--- config.mk ---
export PLATFORM = sky130hd
export DESIGN_NAME = audio_delay_line
export DESIGN_NICKNAME = d
export VERILOG_FILES = /design/src/rtl/audio_pkg.sv /design/src/rtl/delay_ram.sv /design/src/rtl/audio_delay_line.sv
export SDC_FILE = /design/constraint.sdc
export NUM_CORES = 1
export LEC_CHECK = 0
export BUFFER_PORTS_ARGS = -buffer_cell sky130_fd_sc_hd__clkbuf_2
export CORE_UTILIZATION = 60
export CTS_CLUSTER_SIZE = 8
export DETAILED_ROUTE_END_ITERATION = 10
export PLACE_DENSITY = 0.77
export SYNTH_ARGS = -nofsm -noshare
export SYNTH_HDL_FRONTEND = slang
export SYNTH_SLANG_ARGS = --single-unit
--- constraint.sdc ---
create_clock -name clk -period 8.8 [get_ports clk]
set_clock_uncertainty 0.1 [all_clocks]
set_input_delay 0 -clock clk [delete_from_list [all_inputs] [get_ports clk]]
set_output_delay 0 -clock clk [all_outputs]
set_load 0.005 [all_outputs]
--- src/rtl/audio_pkg.sv ---
// Shared types and arithmetic for the audio delay line: fill-state encoding and
// a width-generic saturating signed adder.
package audio_pkg;

  typedef enum logic [1:0] {
    ST_EMPTY,
    ST_FILLING,
    ST_FULL
  } fill_state_t;

  // Operands arrive sign-extended to 32 bits; the result is clamped to the
  // signed range of 'width' bits and returned sign-extended in 33 bits.
  function automatic logic signed [32:0] sat_add(input logic signed [31:0] a,
                                                 input logic signed [31:0] b,
                                                 input int width);
    logic signed [32:0] sum;
    logic signed [32:0] hi;
    logic signed [32:0] lo;
    sum = 33'(a) + 33'(b);
    hi  = (33'sd1 <<< (width - 1)) - 33'sd1;
    lo  = -(33'sd1 <<< (width - 1));
    if (sum > hi) return hi;
    if (sum < lo) return lo;
    return sum;
  endfunction

endpackage

--- src/rtl/delay_ram.sv ---
// Simple dual-port frame memory: one write port, one registered read port.
// A read of the address being written returns the previous contents.
module delay_ram #(
  parameter int WIDTH      = 32,
  parameter int ADDR_WIDTH = 5
) (
  input  logic                  clk,
  input  logic                  we,
  input  logic [ADDR_WIDTH-1:0] waddr,
  input  logic [WIDTH-1:0]      wdata,
  input  logic                  re,
  input  logic [ADDR_WIDTH-1:0] raddr,
  output logic [WIDTH-1:0]      rdata
);

  localparam int DEPTH = 2 ** ADDR_WIDTH;

  logic [WIDTH-1:0] mem [DEPTH];

  always_ff @(posedge clk) begin
    if (we) mem[waddr] <= wdata;
    if (re) rdata <= mem[raddr];
  end

endmodule

--- src/rtl/audio_delay_line.sv ---
// Multichannel circular-buffer audio delay with fill tracking and a fixed
// two-cycle latency. Define AUDIO_DELAY_ECHO_EN to mix dry + scaled delayed signal.
module audio_delay_line
  import audio_pkg::*;
#(
  parameter int DATA_WIDTH = 16,
  parameter int ADDR_WIDTH = 5,
  parameter int CHANNELS   = 2
) (
  input  logic                           clk,
  input  logic                           rst_n,
  input  logic                           in_valid,
  input  logic [CHANNELS*DATA_WIDTH-1:0] in_data,
  input  logic [ADDR_WIDTH-1:0]          delay,
  input  logic                           flush,
`ifdef AUDIO_DELAY_ECHO_EN
  input  logic [3:0]                     echo_shift,
`endif
  output logic                           out_valid,
  output logic [CHANNELS*DATA_WIDTH-1:0] out_data,
  output logic                           primed,
  output logic [ADDR_WIDTH:0]            fill_level
);

  localparam int FW = CHANNELS * DATA_WIDTH;
  localparam logic [ADDR_WIDTH:0] FULL_LEVEL = {1'b1, {ADDR_WIDTH{1'b0}}};

  fill_state_t           state;
  logic [ADDR_WIDTH-1:0] wr_ptr;
  logic [ADDR_WIDTH-1:0] rd_addr;
  logic [FW-1:0]         rd_data;
  logic                  primed_now;

  // Stage-1 registers travel alongside the registered RAM read.
  logic                  s1_valid;
  logic                  s1_bypass;
  logic                  s1_primed;
  logic [FW-1:0]         s1_dry;
  logic [3:0]            s1_shift;
  logic [FW-1:0]         mix_frame;

  assign rd_addr = wr_ptr - delay;

  // A flush in the same cycle means this frame sees an empty buffer.
  assign primed_now = flush ? (delay == '0) : ({1'b0, delay} <= fill_level);

  delay_ram #(
    .WIDTH      (FW),
    .ADDR_WIDTH (ADDR_WIDTH)
  ) u_ram (
    .clk   (clk),
    .we    (in_valid),
    .waddr (wr_ptr),
    .wdata (in_data),
    .re    (in_valid),
    .raddr (rd_addr),
    .rdata (rd_data)
  );

  always_ff @(posedge clk or negedge rst_n) begin
    if (!rst_n) begin
      wr_ptr <= '0;
    end else if (in_valid) begin
      wr_ptr <= wr_ptr + 1'b1;
    end
  end

  always_ff @(posedge clk or negedge rst_n) begin
    if (!rst_n) begin
      state      <= ST_EMPTY;
      fill_level <= '0;
    end else if (flush) begin
      if (in_valid) begin
        fill_level <= {{ADDR_WIDTH{1'b0}}, 1'b1};
        state      <= (ADDR_WIDTH == 0) ? ST_FULL : ST_FILLING;
      end else begin
        fill_level <= '0;
        state      <= ST_EMPTY;
      end
    end else if (in_valid) begin
      case (state)
        ST_EMPTY: begin
          fill_level <= {{ADDR_WIDTH{1'b0}}, 1'b1};
          state      <= (ADDR_WIDTH == 0) ? ST_FULL : ST_FILLING;
        end
        ST_FILLING: begin
          fill_level <= fill_level + 1'b1;
          if (fill_level + 1'b1 == FULL_LEVEL) state <= ST_FULL;
        end
        default: begin
          fill_level <= FULL_LEVEL;
          state      <= ST_FULL;
        end
      endcase
    end
  end

  always_ff @(posedge clk or negedge rst_n) begin
    if (!rst_n) begin
      s1_valid  <= 1'b0;
      s1_bypass <= 1'b0;
      s1_primed <= 1'b0;
      s1_dry    <= '0;
      s1_shift  <= '0;
    end else begin
      s1_valid <= in_valid;
      if (in_valid) begin
        s1_bypass <= (delay == '0);
        s1_primed <= primed_now;
        s1_dry    <= in_data;
`ifdef AUDIO_DELAY_ECHO_EN
        s1_shift  <= echo_shift;
`else
        s1_shift  <= '0;
`endif
      end
    end
  end

  for (genvar gi = 0; gi < CHANNELS; gi++) begin : g_ch
    logic signed [DATA_WIDTH-1:0] dry;
    logic signed [DATA_WIDTH-1:0] delayed;
    logic signed [DATA_WIDTH-1:0] mixed;

    assign dry     = s1_dry[gi*DATA_WIDTH +: DATA_WIDTH];
    assign delayed = s1_bypass ? dry : rd_data[gi*DATA_WIDTH +: DATA_WIDTH];

`ifdef AUDIO_DELAY_ECHO_EN
    logic signed [32:0] wet_sum;
    assign wet_sum = sat_add(32'(dry), 32'(delayed >>> s1_shift), DATA_WIDTH);
    assign mixed   = s1_primed ? wet_sum[DATA_WIDTH-1:0] : dry;
`else
    assign mixed   = s1_primed ? delayed : '0;
`endif

    assign mix_frame[gi*DATA_WIDTH +: DATA_WIDTH] = mixed;
  end

`ifndef AUDIO_DELAY_ECHO_EN
  logic unused_shift;
  assign unused_shift = ^s1_shift;
`endif

  always_ff @(posedge clk or negedge rst_n) begin
    if (!rst_n) begin
      out_valid <= 1'b0;
      out_data  <= '0;
      primed    <= 1'b0;
    end else begin
      out_valid <= s1_valid;
      if (s1_valid) begin
        out_data <= mix_frame;
        primed   <= s1_primed;
      end
    end
  end

endmodule

Word-level counts from Yosys, hierarchy flattened
Memory sizes are Yosys's and may differ from the RTL's. A register that Yosys moved wholly into a read port is not among the register bits. Cells that the tools add are included.

Register bits after elaboration: 82. Bits in writable memories: 1024. Word-level logic and storage cells: 38. Output and inout bits: 40. Memories: 1.

Mux-type cells: 16. Add/subtract/negate cells: 3. Order comparisons: 1. Reductions and logical operators: 4. Eq/ne operators: 3.

Memories: u_ram.mem (words 32, bits a word 32, rd ports 1, clocked after memory_dff 1, write ports 1, line delay_ram.sv:18) `logic [WIDTH-1:0] mem [DEPTH];`.

Operators by type and width (number): $mux 16 (4); $mux 6 (2); $pmux 6 s2 (1); $add 6x1->6 const B (1); $eq 6x6->1 const B (1); $le 5x6->1 (1); $mux 2 (3); $add 5x1->5 const B (1); $logic_not 5->1 (1); $mux 1 (5); $sub 5x5->5 (1); $pmux 2 s2 (1); $ne 3x3->1 const B (1); $eq 2x1->1 const B (1); $logic_not 2->1 (1); $reduce_and 2->1 (1); $reduce_bool 2->1 (1).

Longest topological paths before layout
Word-level depth: 6. Gate-level depth with buffers: 12. Depth with buffers taken out: 8.

By module
From an unflattened synthesis, not the netlist that was laid out.

Cells, all modules: 2595. Area, all modules: 44651.6 um^2.

By module, submodules not included: delay_ram (instances 1, cells each 2260, area each 40805.4 um^2); audio_delay_line (instances 1, cells each 335, area each 3846.2 um^2).

Least setup slack after synthesis
No wires, ideal clock.

Path kind: register -> register. Start: reg wr_ptr[0]. End: mem u_ram.mem[3][0], enable pin. Data arrival time: 3.164 ns. Required time: 8.239 ns. Library setup time: 0.461 ns. Path buffers: 0. Stages on the path, launching flop included: 5. Path slack: 5.075 ns. Cells stage by stage: dfrtp_1 > ha_1 > nand2_1 > or2_2 > nor3_1.

RTL lines: from (decl) (line audio_delay_line.sv:29) `logic [ADDR_WIDTH-1:0] wr_ptr;`; from (signal assigned) (line audio_delay_line.sv:64) `wr_ptr <= wr_ptr + 1'b1;`; to (decl) (line delay_ram.sv:18).

No word-level cell before the write port.

Worst setup path after layout
Start: reg wr_ptr[0]. End: reg u_ram.rdata[4] (read register of u_ram.mem) (data pin).

Longest elaborated chain between the ends: 1.

RTL lines: $sub 5x5->5 (line audio_delay_line.sv:42) `assign rd_addr = wr_ptr - delay;`; to (decl) (line delay_ram.sv:13) `output logic [WIDTH-1:0] rdata`.

No other way between the ends. A chain may end at the register's enable or synchronous reset.

==> run summary <==
The run finished with clean final reports. The simple-gate share of the synthesized area came out at 0.0944. The logic depth of the worst register-to-register path came out at 9. The final worst setup slack came out at just over 4 ns. Summed over all layers, the routed wires come to ~120,000 um. The post-layout total power is approximately 19 mW.

The relative contribution of combinational cells to total power came out at 0.358. After clock tree synthesis, the clock-pin slew on the worst setup and hold paths is 0.05 ns. The largest single stage delay on the critical path is approximately 1.3 ns. The detail route stage leaves a number of antenna-violating nets equal to 0. The launching element of the worst setup path is wr_ptr[0]$_DFFE_PN0P_. The violation count after the first detailed-routing iteration came out at between 3,000 and 4,000. The number of global-route vias before repair came to ~27,000. The number of nets at the end of the flow came out at around 3,100. Counting stages on the worst path, the most repeated cell is mux2i_1. The CTS buffer count is 160.

The sequential element share of the synthesized area is 0.730. The overall overflow remaining after global route is 0. The mean instance size in the synthesized netlist is between 15 and 20 um2.

The number of hold violations in the final report came out at 0. Dividing the detail-routed wire length by the instance count gives 28.4 um. Once placement completed, the tool counted placed cells totaling 3,837.

The number of enable flip-flop cells after synthesis came out at between 1,000 and 1,500. Routability-driven placement finished with a final weighted congestion of a little over 0.8. The row count is 101. The clock net in this run drives a total of roughly 1,100 sinks. TritonCTS built the clock tree.

The synthesized netlist net count came out at 2,977. The xor/xnor cell area share of the yosys netlist is 0.00225. The area growth from synthesis to layout is 14.3%. The fraction of the mapped netlist area in compound gates is 0.102. Clock tree synthesis selected as its root buffer the cell clkbuf_16. Of the total power, the share spent switching nets is 0.375. The half-perimeter wire length of the detailed placement result came out at between 50,000 and 60,000 um. The worst hold path was traced through 5 stages. The flip-flop and latch count after synthesis is 1,138. Measured against the total synthesized area, the mux share comes to 0.0394. The share of the core filled with cells came out at 0.695. The effective utilization at floorplan is 0.608. The share of total power in the clock network came out at 0.295. The top-level I/O count came out at 81.

Of the available clock period, the critical path in the final layout requires 0.537. The path category of the worst min-delay check is in2reg. The overall die area came out at slightly below 80,000 um2. After detailed routing, the number of remaining DRC violations is 0.

The startpoint identified for the worst register-to-register timing path is wr_ptr[0]$_DFFE_PN0P_. The worst register-to-register path ends at u_ram.rdata[4]$_DFFE_PP_. For flop-to-flop paths, the worst setup slack is slightly above 4 ns. The number of setup violations in the final report came out at 0.

The final standard cell area without fillers is 52,900 um2. The placed standard-cell area came out at 47,700 um2. The critical path goes through inv_1 > ha_4 > fa_4 > buf_4 > nor2b_1 > a2111oi_0 > nor4_1 > mux2i_1 > mux2i_1. After the flow finishes, the layout carries non-filler instances totaling around 4,200. The internal portion of total power is about 12 mW.

The mapped netlist covers between 40,000 and 50,000 um2. The maximum clock insertion buffer count came out at 3. The number of buffers and inverters on the critical path is 2. Setup repair after global routing left no endpoint under its margin. The critical path data arrival time is about 5.1 ns. The upper clock frequency limit came out at roughly 210 MHz. The net switching power figure is approximately 7 mW. The fraction of synthesis flops using an asynchronous set or reset pin is 0.0721. The core area is 76,100 um2.

Counting I/O delays and the setup requirement, the final critical path takes between 4 and 5 ns. The number of buffers added on ports is 80. Using the TritonRoute via totals, the vias-per-cell ratio works out to approximately 6.8. Grouping stages by cell kind, the critical path spends the most delay in adder cells. Entering global routing, the biggest net connects between 200 and 250 pins. The Yosys step of the flow raised 0 warnings.

By area, the combinational part of the netlist is dominated by compound AO/OA/AOI/OAI gates. For the pin with the worst max-slew slack, the measured transition is 1.33 ns. The overall die width came out at around 280 um.

The fraction of the mapped netlist area in adder cells came out at 0.00422. The post-route worst hold slack is 0.184 ns. The most frequently used flop master after synthesis is edfxtp_1. CTS built an H-tree with a depth of 4. Across all layers, the routed design uses 28,200 vias. In this run, distinct cell masters in the synthesized netlist total 43. The total count of max-transition violations in the final report came to 0. Clock latency on the worst-skew pair, taken at its later pin, is around 0.73 ns. The critical path class is reg2reg. The overall global routing resource usage came out at 0.304. The number of gates on the worst path with buffers counted came out at 9. The die span in y came out at 280 um.

The fraction of layout cells with a size suffix above 1 came out at 0.126. The number of detailed-routing iterations run before antenna repair came out at 5. The number of antenna violations at the first check in global routing is 7. The data required time of the critical path came out at a little over 9 ns.

The sequential cell fraction of total power came out at 0.347. The critical path endpoint is u_ram.rdata[4]$_DFFE_PP_. The power per standard cell area is roughly 360 nW/um2.

The pre-CTS setup slack came out at ~4.2 ns. The sum of negative setup slack is 0 ns. The cell at the slowest stage of the critical path is fa_4.

STA classifies the critical path startpoint as a register. The max capacitance violation total came out at 0. The largest fanout on the critical path is approximately 100. The maximum vdd drop is 0.000376 V. The worst pin sits at a relative slew slack of 0.110. The first-pass GRT wire length is 173,000 um.

The type of destination of the critical path is a register. Synthesis produced a netlist whose cell count is between 2,000 and 3,000. In this run the static leakage power is about 17 nW. Gates resized during post-CTS repair numbered 0.
[logic make-up (layout without fill, tap and decap cells)]
group / Yosys count / count (layout)
buf+inv: 305 / 522
fa+ha+maj: 15 / 15
mux: 178 / 178
compound gates: 557 / 557
other cells: 0 / 1
xor+xnor: 8 / 8
simple gates: 720 / 720
flops: 1138 / 1138
[timing repair]
| item | CTS | global route |
|---|---|---|
| setup buffers | 0 | 0 |
| endpoints found under the hold margin | 1163 | 0 |
| hold buffers | 47 | 0 |
[synthesized netlist by cell type, types with 3 or more instances]
cell       instances  area [um2]
xnor2_1            4        35.0
mux2_2            34         383
inv_1             48         180
a21oi_1           10        50.1
nor2b_1          499        3120
clkbuf_1         175         657
nand2b_1           3        18.8
ha_1              14         175
nor4_1           125         782
o21ai_0           11        55.1
nand2_1           16        60.1
a2111oi_0        497        4350
buf_2             36         180
buf_4              5        37.5
nor3_1            11        55.1
edfxtp_1        1056       31700
dfrtp_1           82        2050
nor2_1            25        93.8
mux2i_1          144        1440
clkbuf_2          32         160
nand3_1           25         125
buf_6              6        67.6
nand4_1            6        37.5
o22ai_1           33         206
[worst register-to-register path, delay by kind of cell, from the launching register on]
family,cells,cell delay (ns)
buffers and inverters,2,0.99
and+or+nand+nor,2,0.31
muxes,2,0.65
adders and majority gates,2,1.51
AOI/OAI and AO/OA,1,0.44
DFF,1,0.44
[flip-flops by register name, indices dropped and copies added, names as in the netlist]
| name | count |
|---|---|
| fill_level | 6 |
| out_data | 32 |
| out_valid | 1 |
| primed | 1 |
| s1_bypass | 1 |
| s1_dry | 32 |
| s1_primed | 1 |
| s1_valid | 1 |
| state | 2 |
| u_ram.mem | 1024 |
| u_ram.rdata | 32 |
| wr_ptr | 5 |
[power groups by stage]
stage / clock, mW / combinational [mW] / sequential [mW]
after CTS: 5.70 / 6.74 / 6.65
final: 5.66 / 6.87 / 6.65
after detailed placement: 0 / 6.64 / 6.74
after global placement: 0 / 6.43 / 6.72
after floorplan: 0 / 4.76 / 6.67
after global routing: 5.92 / 7.32 / 6.67
[area by class of cell]
| class | instances | area [um2] |
|---|---|---|
| clock buffer | 272 | 4530 |
| timing repair buffer | 190 | 1440 |
| fill | 4785 | 23200 |
| clock inverter | 11 | 153 |
| inverter | 49 | 189 |
| multi-input combinational | 1478 | 11500 |
| antenna | 1 | 2.50 |
| sequential | 1138 | 33800 |
| tap | 1030 | 1290 |
[worst min path at each step]
stage / startpoint / endpoint / slack, ns
after global placement: rst_n / out_data[23]$_DFFE_PN0P_ / -0.06
after global routing: delay[4] / u_ram.rdata[20]$_DFFE_PP_ / 0.18
final: delay[1] / s1_bypass$_DFFE_PN0P_ / 0.18
after detailed placement: rst_n / out_data[22]$_DFFE_PN0P_ / -0.04
after CTS: delay[4] / u_ram.rdata[9]$_DFFE_PP_ / 0.14
after floorplan: rst_n / fill_level[0]$_DFFE_PN0P_ / -0.40
[placed cells by master (no fill, tap or decap), types with 46 or more instances in the layout]
cell type,Yosys,final
clkbuf_16,0,165
clkbuf_1,175,107
edfxtp_1,1056,1056
nor4_1,125,125
buf_4,5,60
dfrtp_1,82,81
clkbuf_2,32,78
a2111oi_0,497,497
inv_1,48,48
nor2b_1,499,499
dlygate4sd3_1,0,46
mux2i_1,144,144
[layer usage]
layer | track usage | share of wire | wire [um] | vias up
met3 | 0.0666 | 0.10 | 12200 | 260
met1 | 0.422 | 0.39 | 46500 | 14200
met5 | 0 | 0.00045 | 53 | -
li1 | - | - | - | 12000
met2 | 0.473 | 0.47 | 56100 | 1696
met4 | 0.116 | 0.030 | 3600 | 8
Note: power is estimated with default switching activity, not from simulation.
